### config.mk
export PLATFORM = sky130hd
export DESIGN_NAME = obi_spi_mailbox
export DESIGN_NICKNAME = d
export VERILOG_FILES = /design/src/rtl/obi_spi_mbox_pkg.sv /design/src/rtl/obi_spi_mbox_fifo.sv /design/src/rtl/obi_spi_mailbox.sv
export SDC_FILE = /design/constraint.sdc
export NUM_CORES = 1
export LEC_CHECK = 0
export CAP_MARGIN = 20
export CORE_ASPECT_RATIO = 1.5
export CORE_MARGIN = 3
export CORE_UTILIZATION = 55
export CTS_CLUSTER_SIZE = 8
export DETAILED_ROUTE_END_ITERATION = 10
export MAX_ROUTING_LAYER = met4
export PLACE_DENSITY_LB_ADDON = 0.08
export SLEW_MARGIN = 10
export SYNTH_ARGS = -nofsm -noshare
export SYNTH_HDL_FRONTEND = slang
export SYNTH_SLANG_ARGS = --single-unit
### constraint.sdc
create_clock -name obi_aclk -period 9.9 [get_ports obi_aclk]
set_input_delay 2.475 -clock obi_aclk [delete_from_list [all_inputs] [get_ports obi_aclk]]
set_output_delay 2.475 -clock obi_aclk [all_outputs]
set_load 0.01 [all_outputs]
### src/rtl/obi_spi_mbox_pkg.sv
// Shared definitions for the OBI-to-CPU SPI message mailbox: register indices and bit positions.
package obi_spi_mbox_pkg;

  // Register index taken from byte address bits [3:2] (DATA 0x0, STATUS 0x4, CTRL 0x8, SCRATCH 0xC).
  typedef enum logic [1:0] {
    REG_DATA    = 2'd0,
    REG_STATUS  = 2'd1,
    REG_CTRL    = 2'd2,
    REG_SCRATCH = 2'd3
  } reg_idx_e;

  localparam int unsigned STATUS_FULL_BIT  = 31;
  localparam int unsigned STATUS_EMPTY_BIT = 30;
  localparam int unsigned STATUS_OVF_BIT   = 29;

  localparam int unsigned CTRL_IRQ_EN_BIT  = 0;
  localparam int unsigned CTRL_OVF_CLR_BIT = 1;

endpackage

### src/rtl/obi_spi_mbox_fifo.sv
// Single-clock first-word-fall-through FIFO; a push into a full FIFO is taken only alongside a pop.
module obi_spi_mbox_fifo #(
  parameter int unsigned DEPTH = 8,
  parameter int unsigned WIDTH = 32
) (
  input  logic                   clk,
  input  logic                   rst_n,
  input  logic                   push,
  input  logic [WIDTH-1:0]       push_data,
  input  logic                   pop,
  output logic [WIDTH-1:0]       head_data,
  output logic                   full,
  output logic                   empty,
  output logic [$clog2(DEPTH):0] count
);

  localparam int unsigned AW = $clog2(DEPTH);
  localparam int unsigned PW = AW + 1;

  logic [PW-1:0]    wptr_q, wptr_d, rptr_q, rptr_d;
  logic [WIDTH-1:0] mem_q [DEPTH];
  logic [WIDTH-1:0] mem_d [DEPTH];
  logic             push_ok, pop_ok;

  assign count     = wptr_q - rptr_q;
  assign full      = (count == PW'(DEPTH));
  assign empty     = (count == '0);
  assign head_data = mem_q[rptr_q[AW-1:0]];

  // In the full+pop case the write slot equals the head slot, which is read before the edge.
  always_comb begin
    mem_d   = mem_q;
    pop_ok  = pop & ~empty;
    push_ok = push & (~full | pop_ok);
    wptr_d  = wptr_q + PW'(push_ok);
    rptr_d  = rptr_q + PW'(pop_ok);
    if (push_ok) begin
      mem_d[wptr_q[AW-1:0]] = push_data;
    end
  end

  always_ff @(posedge clk) begin
    if (!rst_n) begin
      wptr_q <= '0;
      rptr_q <= '0;
    end else begin
      wptr_q <= wptr_d;
      rptr_q <= rptr_d;
    end
  end

  always_ff @(posedge clk) begin
    mem_q <= mem_d;
  end

endmodule

### src/rtl/obi_spi_mailbox.sv
// OBI slave mailbox: SPI host pushes words over OBI, CPU drains them via a stream port.
// Optional 0xC scratch register enabled by `define OBI_SPI_MBOX_SCRATCH_EN.
module obi_spi_mailbox
  import obi_spi_mbox_pkg::*;
#(
  parameter int unsigned OBI_ADDR_WIDTH = 32,
  parameter int unsigned OBI_DATA_WIDTH = 32,
  parameter int unsigned FIFO_DEPTH     = 8
) (
  input  logic                      obi_aclk,
  input  logic                      obi_aresetn,
  input  logic                      obi_slave_req,
  output logic                      obi_slave_gnt,
  input  logic [OBI_ADDR_WIDTH-1:0] obi_slave_addr,
  input  logic                      obi_slave_we,
  input  logic [OBI_DATA_WIDTH-1:0] obi_slave_w_data,
  input  logic [3:0]                obi_slave_be,
  output logic                      obi_slave_r_valid,
  output logic [OBI_DATA_WIDTH-1:0] obi_slave_r_data,
  output logic [31:0]               mbox_data,
  output logic                      mbox_valid,
  input  logic                      mbox_ready,
  output logic                      mbox_irq
);

  localparam int unsigned CW = $clog2(FIFO_DEPTH) + 1;

  logic                      r_valid_q, r_valid_d;
  logic [OBI_DATA_WIDTH-1:0] r_data_q, r_data_d;
  logic                      irq_en_q, irq_en_d;
  logic                      ovf_q, ovf_d;
  logic                      irq_q, irq_d;
  logic [31:0]               scratch_rd;

  logic          fifo_full, fifo_empty;
  logic [CW-1:0] fifo_count;
  logic          req_fire, wr_fire, push_req, pop_fire;
  logic [31:0]   status, rdata;
  reg_idx_e      reg_idx;
  logic          unused_c;

  assign unused_c = ^{obi_slave_addr[OBI_ADDR_WIDTH-1:4], obi_slave_addr[1:0], obi_slave_be[3:1]};

  // Requests never stall; grant is withheld only while in reset.
  assign obi_slave_gnt     = obi_slave_req & obi_aresetn;
  assign obi_slave_r_valid = r_valid_q;
  assign obi_slave_r_data  = r_data_q;
  assign mbox_valid        = ~fifo_empty;
  assign mbox_irq          = irq_q;

  always_comb begin
    req_fire = obi_slave_req & obi_aresetn;
    wr_fire  = req_fire & obi_slave_we;
    reg_idx  = reg_idx_e'(obi_slave_addr[3:2]);
    push_req = wr_fire & (reg_idx == REG_DATA);
    pop_fire = mbox_ready & ~fifo_empty;

    status                   = '0;
    status[CW-1:0]           = fifo_count;
    status[STATUS_FULL_BIT]  = fifo_full;
    status[STATUS_EMPTY_BIT] = fifo_empty;
    status[STATUS_OVF_BIT]   = ovf_q;

    unique case (reg_idx)
      REG_STATUS:  rdata = status;
      REG_CTRL:    rdata = 32'(irq_en_q);
      REG_SCRATCH: rdata = scratch_rd;
      default:     rdata = '0;
    endcase

    r_valid_d = req_fire;
    r_data_d  = (req_fire & ~obi_slave_we) ? OBI_DATA_WIDTH'(rdata) : '0;

    irq_en_d = irq_en_q;
    ovf_d    = ovf_q;
    if (wr_fire && reg_idx == REG_CTRL && obi_slave_be[0]) begin
      irq_en_d = obi_slave_w_data[CTRL_IRQ_EN_BIT];
      if (obi_slave_w_data[CTRL_OVF_CLR_BIT]) ovf_d = 1'b0;
    end
    // A dropped push sets overflow and wins over a clear in the same cycle.
    if (push_req && fifo_full && !pop_fire) ovf_d = 1'b1;

    irq_d = irq_en_q & ~fifo_empty;
  end

  always_ff @(posedge obi_aclk) begin
    if (!obi_aresetn) begin
      r_valid_q <= 1'b0;
      r_data_q  <= '0;
      irq_en_q  <= 1'b0;
      ovf_q     <= 1'b0;
      irq_q     <= 1'b0;
    end else begin
      r_valid_q <= r_valid_d;
      r_data_q  <= r_data_d;
      irq_en_q  <= irq_en_d;
      ovf_q     <= ovf_d;
      irq_q     <= irq_d;
    end
  end

`ifdef OBI_SPI_MBOX_SCRATCH_EN
  logic [31:0] scratch_q, scratch_d;

  assign scratch_rd = scratch_q;

  always_comb begin
    scratch_d = scratch_q;
    if (wr_fire && reg_idx == REG_SCRATCH) begin
      for (int unsigned b = 0; b < 4; b++) begin
        if (obi_slave_be[b]) scratch_d[8*b +: 8] = obi_slave_w_data[8*b +: 8];
      end
    end
  end

  always_ff @(posedge obi_aclk) begin
    if (!obi_aresetn) scratch_q <= '0;
    else              scratch_q <= scratch_d;
  end
`else
  assign scratch_rd = '0;
`endif

  obi_spi_mbox_fifo #(
    .DEPTH (FIFO_DEPTH),
    .WIDTH (32)
  ) u_fifo (
    .clk       (obi_aclk),
    .rst_n     (obi_aresetn),
    .push      (push_req),
    .push_data (32'(obi_slave_w_data)),
    .pop       (mbox_ready),
    .head_data (mbox_data),
    .full      (fifo_full),
    .empty     (fifo_empty),
    .count     (fifo_count)
  );

endmodule

==> impl_metrics.ini <==
[sta]
slew_viol_final = 0
slew_headroom_pct = 29.9
rsz0062_at_grt = no
finalCritPeriodShare_pct = 65.4
whs_ns = 0.468
tightest_slew_ns = 1.05
finalHoldViolCount = 0
min_period_ns = 6.47
tns_ns = 0
fin_skew_ns = 0.00988
setup_viol = 0
clock.fmax_mhz = 155

[placement]
place.gp.congestion = 0.742
place_inst = 895
io_buffers = 82
hpwl_um = 11600
dpl-instance-area_sq_um = 11900

[yosys]
synth-edff-count = 256
synthCells = 564
seq_area_frac_synth_pct = 75.0
ys.warnings.count = 0
async_reset_ff_share_pct = 0
synth_seq_cells = 275
netlist_area_sq_um = 10800
synth_flop_cell = edfxtp_1
avgSynthCellArea_sq_um = 19.1
yosysUniqueCellTypes = 37

[grt]
first_global_vias = 5780
grt_pass1_wl_um = 32500
grt_max_degree = 67
antenna_found_initial = 0
grtUsageTotal_pct = 21.0
grt-ovfl-total = 0

[layout]
num-fill-cells = 1324
drive_gt1_share_pct = 20.3
final_cell_mix = 256 x edfxtp_1, 101 x nand2_1, 82 x clkdlybuf4s50_1
syn_to_final_growth_pct = 20.5
fin_cells = 946
diodes = 0
design_area_sq_um = 13000
final_common_cell = edfxtp_1
layout.nets = 766

[outcome]
status = complete, no violations

[routing]
routedWlPerCell_um = 22.0
drcViolationCount = 0
drt_pass1_iterations = 4
vias = 5272
route.final.wire_length_um = 20800
viasPerCell = 5.57
drt_iter0_markers = 386
drtAntennaViolNets = 0

[cts]
ctsHtreeMaxLevel = 2
cts-hold-fix-buffers = 0
cts_tree = built
cts-root-buf = clkbuf_16
insertion_delay_ns = 0.50
clk_pin_slew_ns = 0.05
cts_resized = 0
cts_sinks = 275
clock_path_buffers = 3
post_cts_buffers = 0
cts_made_buffers = 40

[run]
drv_cap = 0

[floorplanning]
die_h_um = 177
ios = 141
coreArea_sq_um = 19200
dieArea_sq_um = 21300
start_util_pct = 56.2
rows = 62
dieWidth_um = 120

[hold_path]
min-delay-path-class = reg2reg
hp-start = irq_en_q$_SDFFE_PN0P_

[pwr]
power.density_nw_per_um2 = 232
irDropWorstVdd_mv = 0.174
p_leak_uw = 0.00438

[critical_path]
crit_path_start_kind = input port
cp.required_ns = 7.43
path_max_fanout = 13
regToRegStartpoint = u_fifo.rptr_q[2]$_SDFF_PN0_
cp-end-kind = output pin
crit_arrival_ns = 3.99
critPathLaunch = obi_aresetn
r2r_slack_ns = 6.13
path_class = in2out
==> per-layer routing <==
metal | wire (um) | part of all wire [%] | track usage, % | up-vias
met4 | 380 | 1.8 | 5.73 | 0
met1 | 8000 | 38 | 25.3 | 2737
met5 | 0 | 0 | - | -
met3 | 881 | 4.2 | 3.03 | 33
li1 | - | - | - | 2365
met2 | 11600 | 56 | 37.3 | 137
==> logic make-up (layout without fill, tap and decap cells) <==
kind of cell,count (synthesis),in the layout,synth area share [%]
other,1,25,0.0349
AO/OA/AOI/OAI,7,7,0.442
buffers and inverters,58,160,3.27
AND/OR/NAND/NOR,141,141,5.94
multiplexers,65,65,13.5
XOR/XNOR,6,6,0.488
adder cells (fa/ha/maj),11,11,1.35
flip-flops,275,275,75.0
==> synthesized netlist by cell type (5+ instances only) <==
cell	n	area share, %
edfxtp_1	256	71
nand2_1	101	3.5
mux4_2	64	13
buf_4	32	2.2
dfxtp_1	19	3.5
and2_1	10	0.58
ha_1	10	1.2
inv_1	10	0.35
clkbuf_1	8	0.28
nor4_1	6	0.35
buf_2	5	0.23
nor2_1	5	0.17
==> power breakdown <==
part	switching [uW]	internal (uW)
sequential	26.3	1280
clock	433	749
combinational	228	298
==> path summary, 6_finish.rpt <==
path	end	depth (start not counted)
setup / recovery	obi_slave_gnt	3
hold / removal	mbox_irq$_SDFF_PN0_	2
setup reg to reg	u_fifo.mem_q[208]$_DFFE_PP_	7
hold reg to reg	mbox_irq$_SDFF_PN0_	2
==> state kept, by name (all words and copies together) (netlist names) <==
| name | cells |
|---|---|
| irq_en_q | 1 |
| obi_slave_r_valid | 1 |
| mbox_irq | 1 |
| ovf_q | 1 |
| u_fifo.rptr_q | 4 |
| u_fifo.wptr_q | 4 |
| u_fifo.mem_q | 256 |
| obi_slave_r_data | 7 |
==> cell type report <==
class	instances	area [sq um]	area share [%]
clock inverter	2	23.8	0.183
clock buffer	48	1070	8.28
multi-input combinational	255	2480	19.1
tap	256	320	2.47
inverter	10	37.5	0.289
sequential	275	8070	62.3
timing repair buffer	100	956	7.37
==> critical path, stage by stage <==
cell	delay, ns
clkdlybuf4s50_1	0.71
and2_1	0.25
clkdlybuf4s50_1	0.56
==> per-stage QoR <==
stage / utilization [%] / total power, uW / setup slack [ns]
floorplan: - / 1690 / 3.24
global placement: 61.9 / 1850 / 3.46
detailed placement: 61.9 / 1860 / 3.41
CTS: 67.6 / 3050 / 3.40
global route: 67.7 / 3140 / 3.32
finish: 67.7 / 3010 / 3.43
(Power assumes the default switching activity.)
